$ cat config.mk
export PLATFORM = sky130hd
export DESIGN_NAME = uart_rx_wr
export DESIGN_NICKNAME = d
export VERILOG_FILES = /design/src/rtl/uart_rx_wr.sv
export SDC_FILE = /design/constraint.sdc
export NUM_CORES = 1
export LEC_CHECK = 0
export CAP_MARGIN = 40
export CORE_ASPECT_RATIO = 0.5
export CORE_MARGIN = 2
export CORE_UTILIZATION = 49
export DETAILED_ROUTE_END_ITERATION = 16
export PLACE_DENSITY = 0.75
export SLEW_MARGIN = 20
export SYNTH_ARGS = -nofsm -noshare
export SYNTH_HDL_FRONTEND = slang
export SYNTH_SLANG_ARGS = --single-unit
export TNS_END_PERCENT = 5
$ cat constraint.sdc
create_clock -name wclk -period 1.58 [get_ports wclk]
set_clock_uncertainty 0.15 [all_clocks]
set_input_delay 0.316 -clock wclk [delete_from_list [all_inputs] [get_ports wclk]]
set_output_delay 0.316 -clock wclk [all_outputs]
set_load 0.05 [all_outputs]
$ cat src/rtl/uart_rx_wr.sv
// UART receive front end: oversampled deserialiser that writes each good byte into the RX FIFO.
// Optional even-parity checking is enabled by defining UART_RX_PARITY_EN.
module uart_rx_wr #(
  parameter int DATA_WIDTH = 8,
  parameter int CLK_DIV    = 27,
  parameter int OVERSAMPLE = 16
) (
  input  logic                  wclk,
  input  logic                  wrst,
  input  logic                  rx,
  input  logic                  full,
  input  logic                  clr_ovr,
  output logic                  w_en,
  output logic [DATA_WIDTH-1:0] wdata,
  output logic                  frame_err,
  output logic                  overrun,
  output logic                  busy
`ifdef UART_RX_PARITY_EN
  ,
  output logic                  parity_err
`endif
);

  localparam int TW = $clog2(CLK_DIV);
  localparam int SW = $clog2(OVERSAMPLE);
  localparam int BW = $clog2(DATA_WIDTH);

  localparam logic [TW-1:0] TICK_LAST = TW'(CLK_DIV - 1);
  localparam logic [SW-1:0] SAMP_LAST = SW'(OVERSAMPLE - 1);
  localparam logic [SW-1:0] SAMP_MID  = SW'(OVERSAMPLE / 2 - 1);
  localparam logic [BW-1:0] BIT_LAST  = BW'(DATA_WIDTH - 1);

  typedef enum logic [2:0] {
    S_IDLE,
    S_START,
    S_DATA,
`ifdef UART_RX_PARITY_EN
    S_PARITY,
`endif
    S_STOP
  } state_t;

  state_t                state_q, state_d;
  logic                  rx_meta_q, rx_meta_d;
  logic                  rx_s_q, rx_s_d;
  logic                  rx_d_q, rx_d_d;
  logic [TW-1:0]         tick_cnt_q, tick_cnt_d;
  logic [SW-1:0]         samp_cnt_q, samp_cnt_d;
  logic [BW-1:0]         bit_cnt_q, bit_cnt_d;
  logic [DATA_WIDTH-1:0] shift_q, shift_d;
  logic                  w_en_q, w_en_d;
  logic [DATA_WIDTH-1:0] wdata_q, wdata_d;
  logic                  frame_err_q, frame_err_d;
  logic                  overrun_q, overrun_d;
  logic                  busy_q, busy_d;
  logic                  tick;
  logic                  mid;
  logic                  ovr_set;
  logic                  byte_ok;
`ifdef UART_RX_PARITY_EN
  logic                  parity_bit_q, parity_bit_d;
  logic                  parity_err_q, parity_err_d;
  logic                  parity_bad;
`endif

  always_comb begin
    state_d     = state_q;
    rx_meta_d   = rx;
    rx_s_d      = rx_meta_q;
    rx_d_d      = rx_s_q;
    tick_cnt_d  = tick_cnt_q;
    samp_cnt_d  = samp_cnt_q;
    bit_cnt_d   = bit_cnt_q;
    shift_d     = shift_q;
    w_en_d      = 1'b0;
    wdata_d     = wdata_q;
    frame_err_d = 1'b0;
    ovr_set     = 1'b0;
    tick        = (tick_cnt_q == TICK_LAST);
    mid         = tick && (samp_cnt_q == SAMP_MID);
`ifdef UART_RX_PARITY_EN
    parity_bit_d = parity_bit_q;
    parity_err_d = 1'b0;
    parity_bad   = (^shift_q) ^ parity_bit_q;
    byte_ok      = ~parity_bad;
`else
    byte_ok      = 1'b1;
`endif

    // Both counters free-run from the start edge so every mid-bit sample lands OVERSAMPLE ticks apart.
    if (state_q != S_IDLE) begin
      tick_cnt_d = tick ? '0 : tick_cnt_q + 1'b1;
      if (tick) begin
        samp_cnt_d = (samp_cnt_q == SAMP_LAST) ? '0 : samp_cnt_q + 1'b1;
      end
    end

    case (state_q)
      S_IDLE: begin
        tick_cnt_d = '0;
        samp_cnt_d = '0;
        bit_cnt_d  = '0;
        if (rx_d_q && !rx_s_q) begin
          state_d = S_START;
        end
      end
      S_START: begin
        if (mid) begin
          state_d   = rx_s_q ? S_IDLE : S_DATA;
          bit_cnt_d = '0;
        end
      end
      S_DATA: begin
        if (mid) begin
          shift_d = {rx_s_q, shift_q[DATA_WIDTH-1:1]};
          if (bit_cnt_q == BIT_LAST) begin
            bit_cnt_d = '0;
`ifdef UART_RX_PARITY_EN
            state_d   = S_PARITY;
`else
            state_d   = S_STOP;
`endif
          end else begin
            bit_cnt_d = bit_cnt_q + 1'b1;
          end
        end
      end
`ifdef UART_RX_PARITY_EN
      S_PARITY: begin
        if (mid) begin
          parity_bit_d = rx_s_q;
          state_d      = S_STOP;
        end
      end
`endif
      S_STOP: begin
        if (mid) begin
          state_d = S_IDLE;
`ifdef UART_RX_PARITY_EN
          parity_err_d = parity_bad;
`endif
          if (!rx_s_q) begin
            frame_err_d = 1'b1;
          end else if (byte_ok) begin
            if (full) begin
              ovr_set = 1'b1;
            end else begin
              w_en_d  = 1'b1;
              wdata_d = shift_q;
            end
          end
        end
      end
      default: state_d = S_IDLE;
    endcase

    // A new overrun outranks a simultaneous clear so the drop is never lost.
    overrun_d = ovr_set ? 1'b1 : (clr_ovr ? 1'b0 : overrun_q);
    busy_d    = (state_d != S_IDLE);
  end

  always_ff @(posedge wclk) begin
    if (wrst) begin
      state_q      <= S_IDLE;
      rx_meta_q    <= 1'b1;
      rx_s_q       <= 1'b1;
      rx_d_q       <= 1'b1;
      tick_cnt_q   <= '0;
      samp_cnt_q   <= '0;
      bit_cnt_q    <= '0;
      shift_q      <= '0;
      w_en_q       <= 1'b0;
      wdata_q      <= '0;
      frame_err_q  <= 1'b0;
      overrun_q    <= 1'b0;
      busy_q       <= 1'b0;
`ifdef UART_RX_PARITY_EN
      parity_bit_q <= 1'b0;
      parity_err_q <= 1'b0;
`endif
    end else begin
      state_q      <= state_d;
      rx_meta_q    <= rx_meta_d;
      rx_s_q       <= rx_s_d;
      rx_d_q       <= rx_d_d;
      tick_cnt_q   <= tick_cnt_d;
      samp_cnt_q   <= samp_cnt_d;
      bit_cnt_q    <= bit_cnt_d;
      shift_q      <= shift_d;
      w_en_q       <= w_en_d;
      wdata_q      <= wdata_d;
      frame_err_q  <= frame_err_d;
      overrun_q    <= overrun_d;
      busy_q       <= busy_d;
`ifdef UART_RX_PARITY_EN
      parity_bit_q <= parity_bit_d;
      parity_err_q <= parity_err_d;
`endif
    end
  end

  assign w_en      = w_en_q;
  assign wdata     = wdata_q;
  assign frame_err = frame_err_q;
  assign overrun   = overrun_q;
  assign busy      = busy_q;
`ifdef UART_RX_PARITY_EN
  assign parity_err = parity_err_q;
`endif

endmodule

==> metrics.md <==
| Metric | Value |
|---|---|
| First-pass GRT wire length | `5610 um` |
| DRT iter0 DRCs | `54` |
| Synth area leaders | `dfxtp_1, mux2i_1, nor2_1, ha_1, buf_6` |
| Fillers | `206` |
| Die ar. | `0.00370 mm2` |
| Failing checks | `setup timing` |
| Port bufs | `16` |
| Die boundary height | `44.0 um` |
| Cell count after synthesis | `160` |
| Final hold viol count | `0` |
| Fin crit period | `1.73 ns` |
| Reg power frac | `0.479` |
| Slew Limit Fails | `0` |
| Area share of the largest cell type after synthesis | `0.484` |
| Post-Syn Nets | `170` |
| Nature of the critical path endpoint | `flop` |
| Mean Syn Cell Area | `9.81 um2` |
| H-Tree Depth | `2` |
| Share of cells above drive strength 1 | `0.313` |
| Post-synth EDFFs | `0` |
| Area grow syn2layout | `41.2%` |
| Initial Util | `0.518` |
| Total grt overflow | `0` |
| Sequential-to-total area share from yosys stat | `0.484` |
| Drt wl/cell | `13.7 um` |
| # setup viols final | `24` |
| GPL Wtd Cong | `0.792` |
| CP startpoint | `samp_cnt_q[1]$_SDFFE_PP0P_` |
| Most frequent cell after synthesis | `dfxtp_1` |
| Finished Layout Cells | `238` |
| WS Path Type | `flop to flop` |
| Critical Path Stages | `6` |
| WP data arrival | `1.78 ns` |
| Fmax | `580 MHz` |
| CP Cell Sequence | `ha_4 -> nand3b_1 -> buf_4 -> nor2_4 -> or3b_1 -> a31oi_1` |
| I/O pins | `17` |
| Total negative slack | `-1.68 ns` |
| FP Rows | `14` |
| Main synth FF type | `dfxtp_1` |
| CTS root buffer | `clkbuf_8` |
| Max cap viols | `0` |
| Delay-heaviest family, CP | `simple AND/OR/NAND/NOR gates` |
| Number of routed nets with antenna violations | `0` |
| CTS tree | `built` |
| Worst Reg-to-Reg Cells | `6` |
| Largest net degree at the start of global routing | `14` |
| CTS sink cnt | `38` |
| NetSw | `0.394 mW` |
| Worst path slowest cell | `or3b_1` |
| Post-layout net count | `207` |
| Status | `finished with violations` |
| Synth unique cells | `35` |
| CP peak stage delay | `0.37 ns` |
| CP startpoint kind | `flop` |
| Die width | `84.1 um` |
| Unrepaired setup endpoints after global routing | `yes` |
| Reg2reg start | `samp_cnt_q[1]$_SDFFE_PP0P_` |
| Synth Register Bits | `38` |
| # hold bufs at CTS | `0` |
| Worst vdd rail ir drop | `621 uV` |
| Yosys warning count | `0` |
| Sw Share | `0.194` |
| Final worst path period share | `1.09` |
| Final WS setup | `-0.146 ns` |
| Vias in the first global route | `1254` |
| Inserted Diodes | `0` |
| Hold Path Depth | `1` |
| Worst skew pair latency | `0.29 ns` |
| Reg-to-Reg End | `bit_cnt_q[2]$_SDFFE_PP0P_` |
| CTS Buffer Depth | `2` |
| CORE AREA | `0.00303 mm2` |
| Buf/Inv on CP | `1` |
| Hold_ws | `0.272 ns` |
| Leak Pwr | `0.860 nW` |
| GRT Total Usage | `0.197` |
| Worst reg-to-reg setup slack | `-0.15 ns` |
| Area leader, netlist | `dfxtp_1` |
| Synth cell count leaders | `dfxtp_1, nor2_1, mux2i_1` |
| Int Power | `1.64 mW` |
| Clock Power Share | `0.484` |
| Synthesized cell area | `0.00157 mm2` |
| Detailed Place HPWL | `2160 um` |
| Number of CTS-inserted buffers | `5` |
| Post-route DRC | `0` |
| Routed vias/inst | `5.25` |
| DRT Pass-1 Iters | `4` |
| Initial antenna violation count | `0` |
| Worst setup path end | `bit_cnt_q[2]$_SDFFE_PP0P_` |
| Synth async-reset ratio | `0` |
| Pre-CTS WS | `-0.222 ns` |
| DRT Wirelength | `3270 um` |
| P per Cell Area | `916 mW/mm2` |
| Class of the worst hold path | `flop to flop` |
| Via count | `1250` |
| Required @ worst endpoint | `1.63 ns` |
| CP Max Fanout | `5` |
| Dpl cells | `227` |
| Comb pwr share | `0.038` |
| Clock Pin Slew Worst Setup and Hold Paths | `0.07 ns` |
-- worst min path at each step --
| stage | startpoint | endpoint | slack (ns) |
|---|---|---|---|
| floorplan | rx_meta_q$_SDFF_PP1_ | rx_d_d$_SDFF_PP1_ | 0.24 |
| global placement | rx_meta_q$_SDFF_PP1_ | rx_d_d$_SDFF_PP1_ | 0.24 |
| detailed placement | rx_meta_q$_SDFF_PP1_ | rx_d_d$_SDFF_PP1_ | 0.25 |
| CTS | rx_meta_q$_SDFF_PP1_ | rx_d_d$_SDFF_PP1_ | 0.27 |
| global route | rx_meta_q$_SDFF_PP1_ | rx_d_d$_SDFF_PP1_ | 0.31 |
| finish | rx_meta_q$_SDFF_PP1_ | rx_d_d$_SDFF_PP1_ | 0.27 |
-- placed cells by master, fill, tap and decap left out, drive strengths merged --
cell / instances
dfxtp: 38
buf: 34
nor2: 30
mux2i: 17
nand2: 11
a21oi: 7
clkbuf: 5
ha: 5
or2: 4
clkdlybuf4s50: 4
nand2b: 3
a31oi: 3
xor2: 3
o21ai: 3
or3: 3
nor3: 3
nand3: 2
nor2b: 2
nor4: 2
bufinv: 2
inv: 2
nand4b: 2
nand3b: 1
and4b: 1
and3b: 1
and3: 1
a21o: 1
o32ai: 1
o31a: 1
xnor2: 1
a311oi: 1
nand4: 1
or3b: 1
clkinv: 1
conb: 1
-- state kept, by name, indices dropped and copies added (netlist names) --
| signal | count |
|---|---|
| samp_cnt_q | 4 |
| state_q | 3 |
| bit_cnt_q | 3 |
| tick_cnt_q | 5 |
| busy | 1 |
| rx_meta_q | 1 |
| wdata | 8 |
| shift_q | 8 |
| frame_err | 1 |
| rx_d_d | 1 |
| rx_d_q | 1 |
| overrun | 1 |
| w_en | 1 |
-- metal layers --
metal | up-vias | global-route usage | part of all wire
li1 | 615 | - | -
met1 | 608 | 0.236 | 0.47
met2 | 18 | 0.335 | 0.48
met3 | 9 | 0.0616 | 0.035
met4 | 0 | 0.0903 | 0.016
met5 | - | 0 | 0
-- kinds of logic after synthesis --
group                      Yosys count  synth area share
DFF                                 38             0.484
muxes                               17             0.108
AOI/OAI and AO/OA                   17            0.0653
xor gates and xnor gates             4            0.0223
adders and majority gates            5            0.0398
buffers and inverters               10            0.0462
other                                1           0.00239
and+or+nand+nor                     68             0.231
-- per-stage QoR --
step | util | instance area (um2) | power [mW]
after floorplan | - | 1590 | 1.03
after global placement | 0.659 | 2000 | 1.06
after detailed placement | 0.659 | 2000 | 1.07
after CTS | 0.727 | 2200 | 2.05
after global routing | 0.732 | 2220 | 2.10
final | 0.732 | 2220 | 2.03
-- power groups by stage --
stage / registers (mW) / clock network [mW] / logic [mW]
after detailed placement: 0.994 / 0 / 0.0720
after CTS: 0.972 / 1.00 / 0.0749
final: 0.972 / 0.982 / 0.0766
after global placement: 0.994 / 0 / 0.0705
after global routing: 0.974 / 1.04 / 0.0836
after floorplan: 0.995 / 0 / 0.0391
-- repair_timing --
item                       CTS  global route
gates resized for setup     11             4
pin swaps                    4             6
buffers inserted             1             0
cloned                       2             0
setup endpoints to repair   29            31
-- worst reg2reg max path: stages (launching register included) --
cell      delay, ns
dfxtp_2        0.34
ha_4           0.17
nand3b_1       0.22
buf_4          0.18
nor2_4         0.04
or3b_1         0.37
a31oi_1        0.17
-- final cells by class --
| type | count | area (um2) | area share |
|---|---|---|---|
| tap | 40 | 50.0 | 0.0226 |
| multi-input combinational | 112 | 803 | 0.362 |
| clock buffer | 5 | 68.8 | 0.0310 |
| timing repair buffer | 38 | 453 | 0.204 |
| inverter | 2 | 7.51 | 0.00339 |
| clock inverter | 3 | 68.8 | 0.0310 |
| sequential | 38 | 766 | 0.345 |
Note: power is estimated with default switching activity, not from simulation.
